==> config.mk <==
export PLATFORM = sky130hd
export DESIGN_NAME = lsu_bus_master
export DESIGN_NICKNAME = d
export VERILOG_FILES = /design/src/rtl/lsu_bus_master.sv
export SDC_FILE = /design/constraint.sdc
export NUM_CORES = 1
export LEC_CHECK = 0
export BUFFER_PORTS_ARGS = -buffer_cell sky130_fd_sc_hd__buf_4
export CELL_PAD_IN_SITES_DETAIL_PLACEMENT = 1
export CELL_PAD_IN_SITES_GLOBAL_PLACEMENT = 1
export CORE_ASPECT_RATIO = 0.6
export CORE_MARGIN = 1
export CORE_UTILIZATION = 38
export CTS_BUF_LIST = sky130_fd_sc_hd__clkbuf_8
export DETAILED_ROUTE_END_ITERATION = 16
export GPL_ROUTABILITY_DRIVEN = 0
export GPL_TIMING_DRIVEN = 0
export PLACE_DENSITY = 0.88
export SYNTH_ARGS = -nofsm -noshare
export SYNTH_HDL_FRONTEND = slang
export SYNTH_SLANG_ARGS = --single-unit
==> constraint.sdc <==
create_clock -name clk -period 1.85 [get_ports clk]
set_input_delay 0 -clock clk [delete_from_list [all_inputs] [get_ports clk]]
set_output_delay 0 -clock clk [all_outputs]
set_load 0.03 [all_outputs]
==> src/rtl/lsu_bus_master.sv <==
// lsu_bus_master: one-outstanding load/store master; define LSU_MISALIGN_CHECK_EN to trap misaligned accesses via ERR.
// Latency from accept: load 3, store 2, misaligned 1; req_ready only in IDLE, rsp_valid pulse has no backpressure.
module lsu_bus_master #(
    parameter int XLEN = 32
) (
    input  logic              clk,
    input  logic              rst_b,
    input  logic              req_valid,
    output logic              req_ready,
    input  logic              req_write,
    input  logic [XLEN-1:0]   req_addr,
    input  logic [1:0]        req_size,
    input  logic              req_unsigned,
    input  logic [XLEN-1:0]   req_wdata,
    input  logic [XLEN-1:0]   req_pc,
    output logic              rsp_valid,
    output logic [XLEN-1:0]   rsp_rdata,
    output logic              rsp_misalign,
    output logic              bus_valid,
    output logic              bus_write,
    output logic [XLEN-1:0]   bus_addr,
    output logic [XLEN/8-1:0] bus_strobe,
    output logic [XLEN-1:0]   bus_wdata,
    output logic [XLEN-1:0]   bus_pc,
    output logic              bus_ifetch,
    input  logic [XLEN-1:0]   bus_rdata
);

    localparam logic [2:0] S_IDLE  = 3'd0;
    localparam logic [2:0] S_ISSUE = 3'd1;
    localparam logic [2:0] S_WAIT  = 3'd2;
    localparam logic [2:0] S_RESP  = 3'd3;
`ifdef LSU_MISALIGN_CHECK_EN
    localparam logic [2:0] S_ERR   = 3'd4;
`endif

    logic [2:0]        r_state;
    logic [2:0]        w_next_state;
    logic              r_write;
    logic              r_unsigned;
    logic [1:0]        r_size;
    logic [XLEN-1:0]   r_addr;
    logic [XLEN-1:0]   r_wdata;
    logic [XLEN-1:0]   r_pc;
    logic [XLEN-1:0]   r_rdata;

    logic              w_accept;
    logic              w_is_byte;
    logic              w_is_half;
    logic [1:0]        w_off;
    logic [XLEN-1:0]   w_shifted;
    logic [XLEN-1:0]   w_load_ext;
    logic [XLEN/8-1:0] w_strobe;
    logic [XLEN-1:0]   w_wdata_rep;

    assign w_accept  = req_valid && (r_state == S_IDLE);
    assign w_is_byte = (r_size == 2'd0);
    assign w_is_half = (r_size == 2'd1);

`ifdef LSU_MISALIGN_CHECK_EN
    logic w_req_misalign;
    assign w_req_misalign = ((req_size == 2'd1) && req_addr[0]) ||
                            (req_size[1] && (req_addr[1:0] != 2'b00));
    // Misaligned accesses never reach the bus, so the raw offset is always legal here.
    assign w_off = r_addr[1:0];
`else
    assign w_off = w_is_byte ? r_addr[1:0] :
                   w_is_half ? {r_addr[1], 1'b0} : 2'b00;
`endif

    assign w_shifted = bus_rdata >> {w_off, 3'b000};

    always_comb begin
        w_load_ext = w_shifted;
        if (w_is_byte) begin
            w_load_ext = {{(XLEN-8){~r_unsigned & w_shifted[7]}}, w_shifted[7:0]};
        end else if (w_is_half) begin
            w_load_ext = {{(XLEN-16){~r_unsigned & w_shifted[15]}}, w_shifted[15:0]};
        end
    end

    always_comb begin
        w_strobe    = '1;
        w_wdata_rep = r_wdata;
        if (w_is_byte) begin
            w_strobe    = 4'b0001 << w_off;
            w_wdata_rep = {4{r_wdata[7:0]}};
        end else if (w_is_half) begin
            w_strobe    = 4'b0011 << w_off;
            w_wdata_rep = {2{r_wdata[15:0]}};
        end
    end

    always_comb begin
        w_next_state = r_state;
        case (r_state)
            S_IDLE: begin
                if (req_valid) begin
`ifdef LSU_MISALIGN_CHECK_EN
                    w_next_state = w_req_misalign ? S_ERR : S_ISSUE;
`else
                    w_next_state = S_ISSUE;
`endif
                end
            end
            S_ISSUE: w_next_state = r_write ? S_RESP : S_WAIT;
            S_WAIT:  w_next_state = S_RESP;
            default: w_next_state = S_IDLE;
        endcase
    end

    always_ff @(posedge clk or negedge rst_b) begin
        if (!rst_b) begin
            r_state    <= S_IDLE;
            r_write    <= 1'b0;
            r_unsigned <= 1'b0;
            r_size     <= 2'd0;
            r_addr     <= '0;
            r_wdata    <= '0;
            r_pc       <= '0;
            r_rdata    <= '0;
        end else begin
            r_state <= w_next_state;
            if (w_accept) begin
                r_write    <= req_write;
                r_unsigned <= req_unsigned;
                r_size     <= req_size;
                r_addr     <= req_addr;
                r_wdata    <= req_wdata;
                r_pc       <= req_pc;
                r_rdata    <= '0;
            end
            // bus_rdata is only valid in the cycle after bus_valid, i.e. while in WAIT.
            if (r_state == S_WAIT) begin
                r_rdata <= w_load_ext;
            end
        end
    end

    assign req_ready  = (r_state == S_IDLE);
    assign bus_valid  = (r_state == S_ISSUE);
    assign bus_write  = bus_valid & r_write;
    assign bus_addr   = {r_addr[XLEN-1:2], 2'b00};
    assign bus_strobe = bus_valid ? w_strobe : '0;
    assign bus_wdata  = w_wdata_rep;
    assign bus_pc     = r_pc;
    assign bus_ifetch = 1'b0;
    assign rsp_rdata  = (r_state == S_RESP) ? r_rdata : '0;

`ifdef LSU_MISALIGN_CHECK_EN
    assign rsp_valid    = (r_state == S_RESP) || (r_state == S_ERR);
    assign rsp_misalign = (r_state == S_ERR);
`else
    assign rsp_valid    = (r_state == S_RESP);
    assign rsp_misalign = 1'b0;
`endif

endmodule

Word level (Yosys, flattened, before mapping). Cells that the tools add are included. W data, S select, Z words.

Memories: 0. Logic and storage cells: 39. Bits in latches: 0. Bits in writable memories: 0. Output and inout port bits: 138. Bits in read-only memories: 0. Bits in registers: 135. Bits of input ports: 135.

Add/subtract/negate cells: 0. Divide/modulo/power cells: 0. Bitwise operators: 4. $lt $le $gt $ge: 0. Multiplexer cells: 15. Multiply operators: 0. Shifts and indexed selects: 3. Reduce and logical (&&, ||, !) cells: 4. Equal/unequal tests: 5.

Operator list (number): $mux W32 (7); $shr A32 B5 Y32 (1); $mux W4 (3); $pmux W3 S3 (1); $eq A3 B2 Y1 const B (2); $mux W2 (2); $shl A1 B2 Y4 const A (1); $shl A2 B2 Y4 const A (1); $and A1 B1 Y1 (3); $eq A3 B1 Y1 const B (1); $logic_not A3 Y1 (1); $mux W3 (1); $eq A2 B1 Y1 const B (1); $logic_not A2 Y1 (1); $ne A2 B2 Y1 const B (1); $reduce_bool A2 Y1 (1); $logic_and A1 B1 Y1 (1); $mux W1 (1); $not A1 Y1 (1).

Logic depth before layout (Yosys ltp).
Word-level depth: 8. Gate-level depth with buffers: 8. Mapped depth without buffers: 7.

Worst setup path before layout. OpenSTA, ideal clock, no wires.

Path kind: reg-to-reg. Start: register r_state[0]. End: register r_pc[0] (netlist: bus_pc[0]). Cell stages (with the launch flop): 7. Path buffers: 2. Library setup time: 0.128 ns. Data arrival time: 1.717 ns. Required time: 1.722 ns. Clock period less this slack: 1.845 ns. Setup slack: 0.005 ns. Cell sequence: dfrtp_1 -> inv_1 -> ha_1 -> nand2_1 -> clkbuf_1 -> buf_2 -> mux2_1.

Longest elaborated chain between the ends: 2.

Ends and longest elaborated chain: start: declaration (line 37) `logic [2:0] r_state;`; start signal: assignment (line 123) `r_state <= w_next_state;`; $logic_not A3 Y1; via req_ready (line 9) `output logic req_ready,`; $logic_and A1 B1 Y1 (line 56) `assign w_accept = req_valid && (r_state == S_IDLE);`; end signal: assignment (line 130) `r_pc <= req_pc;`; end: declaration (line 44) `logic [XLEN-1:0] r_pc;`.

The timed path passes the listed nets, and every way through them passes these cells. A chain may end at the register's enable or synchronous reset.

Worst setup path after layout.
Start: register r_size[1]. End: output bus_wdata[28].

Longest elaborated chain between the ends: 3. Elaborated cells on any way between the ends: 4. Classes of those cells: eq/ne (1); mux (2); reduce/logical (1).

Ends and longest elaborated chain: start: declaration (line 41) `logic [1:0] r_size;`; start signal: assignment (line 127) `r_size <= req_size;`; $eq A2 B1 Y1 (line 58) `assign w_is_half = (r_size == 2'd1);`; $mux W32 (line 88) `end else if (w_is_half) begin`; $mux W32 * (line 85) `if (w_is_byte) begin`; end: declaration (line 23) `output logic [XLEN-1:0] bus_wdata,`.

Every way passes the cells marked *; elsewhere a longest branch is shown, timed or not.

==> impl_metrics.tcl <==
set metrics [dict create \
    outcome "finished, violations left" \
    failed_checks "negative setup slack" \
    root_buffer "sky130_fd_sc_hd__clkbuf_8" \
    cts.reportedPaths.clkPinSlew_ps 80 \
    maximum_number_of_pins_on_one_net_before_global_route_repair 84 \
    fmax_ghz 0.4987 \
    cp.arrival_ps 2010 \
    grt_pass1_vias 7079 \
    cts.htree.levels 4 \
    critPathMaxFanout 10 \
    worstMarginPinSlew_ps 602.1 \
    dp.final_hpwl_um 16960 \
    post-route-drc-count 0 \
    number_of_storage_elements_in_the_synthesis_netlist 134 \
    reported_leakage_power_nw 5.363 \
    layout_commonest_cell "sky130_fd_sc_hd__buf_4" \
    peakVddDrop_mv 1.109 \
    num_rows 36 \
    coreArea_um2 16490 \
    timing_max_transition_violations_final 0 \
    final_hold_vio_count 0 \
    worst-setup-path-type "register to output pin" \
    die_h_um 103.5 \
    fin_crit_sh 1.084 \
    cts.path.max_buffers 2 \
    fin_hold_ws_ps 96.47 \
    ant_nets 0 \
    timing.final.ws_setup_ps -155.4 \
    antenna_found_initial 6 \
    via_count 6214 \
    layout.cells.most_common_list "sky130_fd_sc_hd__buf_4, sky130_fd_sc_hd__dlygate4sd3_1, sky130_fd_sc_hd__dfrtp_1, sky130_fd_sc_hd__mux2_1, sky130_fd_sc_hd__and2_1" \
    synthesis.area_per_instance_um2 12.47 \
    synth_cell_types 36 \
    viasPerCell 5.106 \
    clkSinkCount 134 \
    count_of_input_and_output_buffers 268 \
    cp_data_required_time_ps 1850 \
    grt_pass1_wl_um 41870 \
    cp-start-kind "register" \
    synth_edf_count 0 \
    final_net_count 1109 \
    drt_first_iter_violations 270 \
    finalWorstPathRequiredPeriod_ps 2005 \
    area_delta_synth_final_pct 71.36 \
    grt_setup_unrepaired "true" \
    ys_seq_area_frac 0.5142 \
    ys_warnings 0 \
    power_density_nw_per_um2 1919 \
    cts_buffers 17 \
    hold_class "input pin to asynchronous set/reset pin" \
    final_layout_size_suffix_gt1_frac 0.4491 \
    critical_path.endpoint_type "output pin" \
    fin_skew_ps 16.16 \
    die-area_um2 17710 \
    post_synth_inst_count 523 \
    first_pass_iters 5 \
    wirelength_um 29360 \
    finish.utilization 0.6778 \
    grtUsageTotal 0.3240 \
    chipWidth_um 171.1 \
    maxCapViolCount 0 \
    finalSetupViolations 45 \
    yosys_most_used_dff "sky130_fd_sc_hd__dfrtp_1" \
    wire_per_inst_um 24.12 \
    postSynth.asyncResetShare 1.000 \
    netlist_area_um2 6521 \
    ioPinCount 273 \
    global_route.overflow_total 0 \
    clock_latency_ps 430 \
    cts_tree "built" \
    initial_core_util 0.3956 \
    max_slew_margin_vs_limit 0.5962 \
    filler_cell_count 1653 \
]
## flip-flops by register name (all words and copies together), names as in the netlist
register,count
r_wdata,32
r_addr,32
r_write,1
r_size,2
r_rdata,32
bus_pc,32
r_state,2
r_unsigned,1
## Yosys cell counts, types with 2 or more instances
| library cell | number | area share |
|---|---|---|
| sky130_fd_sc_hd__o21ai_1 | 19 | 0.015 |
| sky130_fd_sc_hd__clkbuf_1 | 14 | 0.0081 |
| sky130_fd_sc_hd__nor2_1 | 5 | 0.0029 |
| sky130_fd_sc_hd__nand2b_1 | 18 | 0.017 |
| sky130_fd_sc_hd__buf_6 | 4 | 0.0069 |
| sky130_fd_sc_hd__buf_2 | 14 | 0.011 |
| sky130_fd_sc_hd__buf_4 | 43 | 0.050 |
| sky130_fd_sc_hd__o221ai_1 | 7 | 0.0094 |
| sky130_fd_sc_hd__a211oi_1 | 7 | 0.0081 |
| sky130_fd_sc_hd__o22ai_1 | 3 | 0.0029 |
| sky130_fd_sc_hd__ha_1 | 5 | 0.0096 |
| sky130_fd_sc_hd__and2_1 | 34 | 0.033 |
| sky130_fd_sc_hd__o211ai_2 | 7 | 0.013 |
| sky130_fd_sc_hd__nand2_1 | 27 | 0.016 |
| sky130_fd_sc_hd__dfrtp_1 | 134 | 0.51 |
| sky130_fd_sc_hd__inv_1 | 5 | 0.0029 |
| sky130_fd_sc_hd__and3_1 | 8 | 0.0077 |
| sky130_fd_sc_hd__o21a_1 | 3 | 0.0035 |
| sky130_fd_sc_hd__mux2i_1 | 17 | 0.026 |
| sky130_fd_sc_hd__a22o_1 | 17 | 0.023 |
| sky130_fd_sc_hd__a21oi_1 | 2 | 0.0015 |
| sky130_fd_sc_hd__mux2_1 | 116 | 0.20 |
## per-stage QoR
step | setup slack, ps | power (mW) | instances | TNS [ps] | cell area, um^2
after floorplan | 5.114 | 12.42 | 526 | 0 | 6533
after global placement | -375.2 | 16.03 | 1022 | -32020 | 8830
after detailed placement | -436.8 | 16.62 | 1023 | -45210 | 8861
after CTS | -17.35 | 20.09 | 1199 | -17.35 | 10870
after global routing | -208.8 | 22.32 | 1215 | -8164 | 11170
final | -155.4 | 21.45 | 1217 | -2797 | 11170
## cell type report
| cell class | count | area (um^2) | area share |
|---|---|---|---|
| Buffer | 73 | 606.8 | 0.05431 |
| Sequential cell | 134 | 3354 | 0.3002 |
| Antenna cell | 7 | 17.52 | 0.001568 |
| Clock inverter | 15 | 177.7 | 0.01590 |
| Multi-Input combinational cell | 311 | 2845 | 0.2546 |
| Timing Repair Buffer | 427 | 3635 | 0.3253 |
| Inverter | 5 | 18.77 | 0.001680 |
| Tap cell | 228 | 285.3 | 0.02553 |
| Clock buffer | 17 | 234.0 | 0.02094 |
## what timing repair did
item	4_1_cts	5_1_grt
gates resized for setup	60	48
hold endpoints to repair	207	0
endpoints found under the setup margin	190	151
hold buffers	134	0
pin swaps	4	15
buffers inserted	9	13
cloned	1	1
## critical path: stages (launching register included)
cell	delay [ps]
sky130_fd_sc_hd__dfrtp_2	440
sky130_fd_sc_hd__clkbuf_8	220
sky130_fd_sc_hd__buf_8	180
sky130_fd_sc_hd__buf_6	170
sky130_fd_sc_hd__nand2_1	130
sky130_fd_sc_hd__o21ai_1	220
sky130_fd_sc_hd__buf_4	230
## logic make-up after synthesis
logic type,after synthesis,share of synthesized area
AOI/OAI and AO/OA,69,0.08365
adders and majority gates,5,0.009593
buffers and inverters,81,0.07866
DFF,134,0.5142
muxes,134,0.2287
other,1,0.0005750
and+or+nand+nor,99,0.08461
## worst paths after layout
kind,to,slack (ps),startpoint,depth (start not counted)
max,bus_wdata[28],-160,r_size[1]$_DFFE_PN0P_,6
min,r_rdata[20]$_DFFE_PN0P_,100,rst_b,2
max reg2reg,r_rdata[31]$_DFFE_PN0P_,-130,r_size[0]$_DFFE_PN0P_,7
min reg2reg,r_wdata[16]$_DFFE_PN0P_,500,r_wdata[16]$_DFFE_PN0P_,1
max in group asynchronous,r_size[1]$_DFFE_PN0P_,930,rst_b,3
min in group clk,bus_pc[17]$_DFFE_PN0P_,320,req_pc[17],3
## where the power goes
part	switching, mW	leakage [nW]	internal [mW]
Sequential	1.14	1.60	4.43
Combinational	7.51	3.56	5.78
Clock	1.24	0.201	1.34
Total	9.89	5.36	11.6
## per-layer routing
layer	track usage	share of wire	vias to the layer above
li1	-	-	2684
met1	0.3770	0.39	3163
met2	0.5935	0.52	297
met3	0.07534	0.062	68
met4	0.1133	0.026	2
met5	0	0.00031	-
No activity file was read; power rests on OpenSTA's default activity.
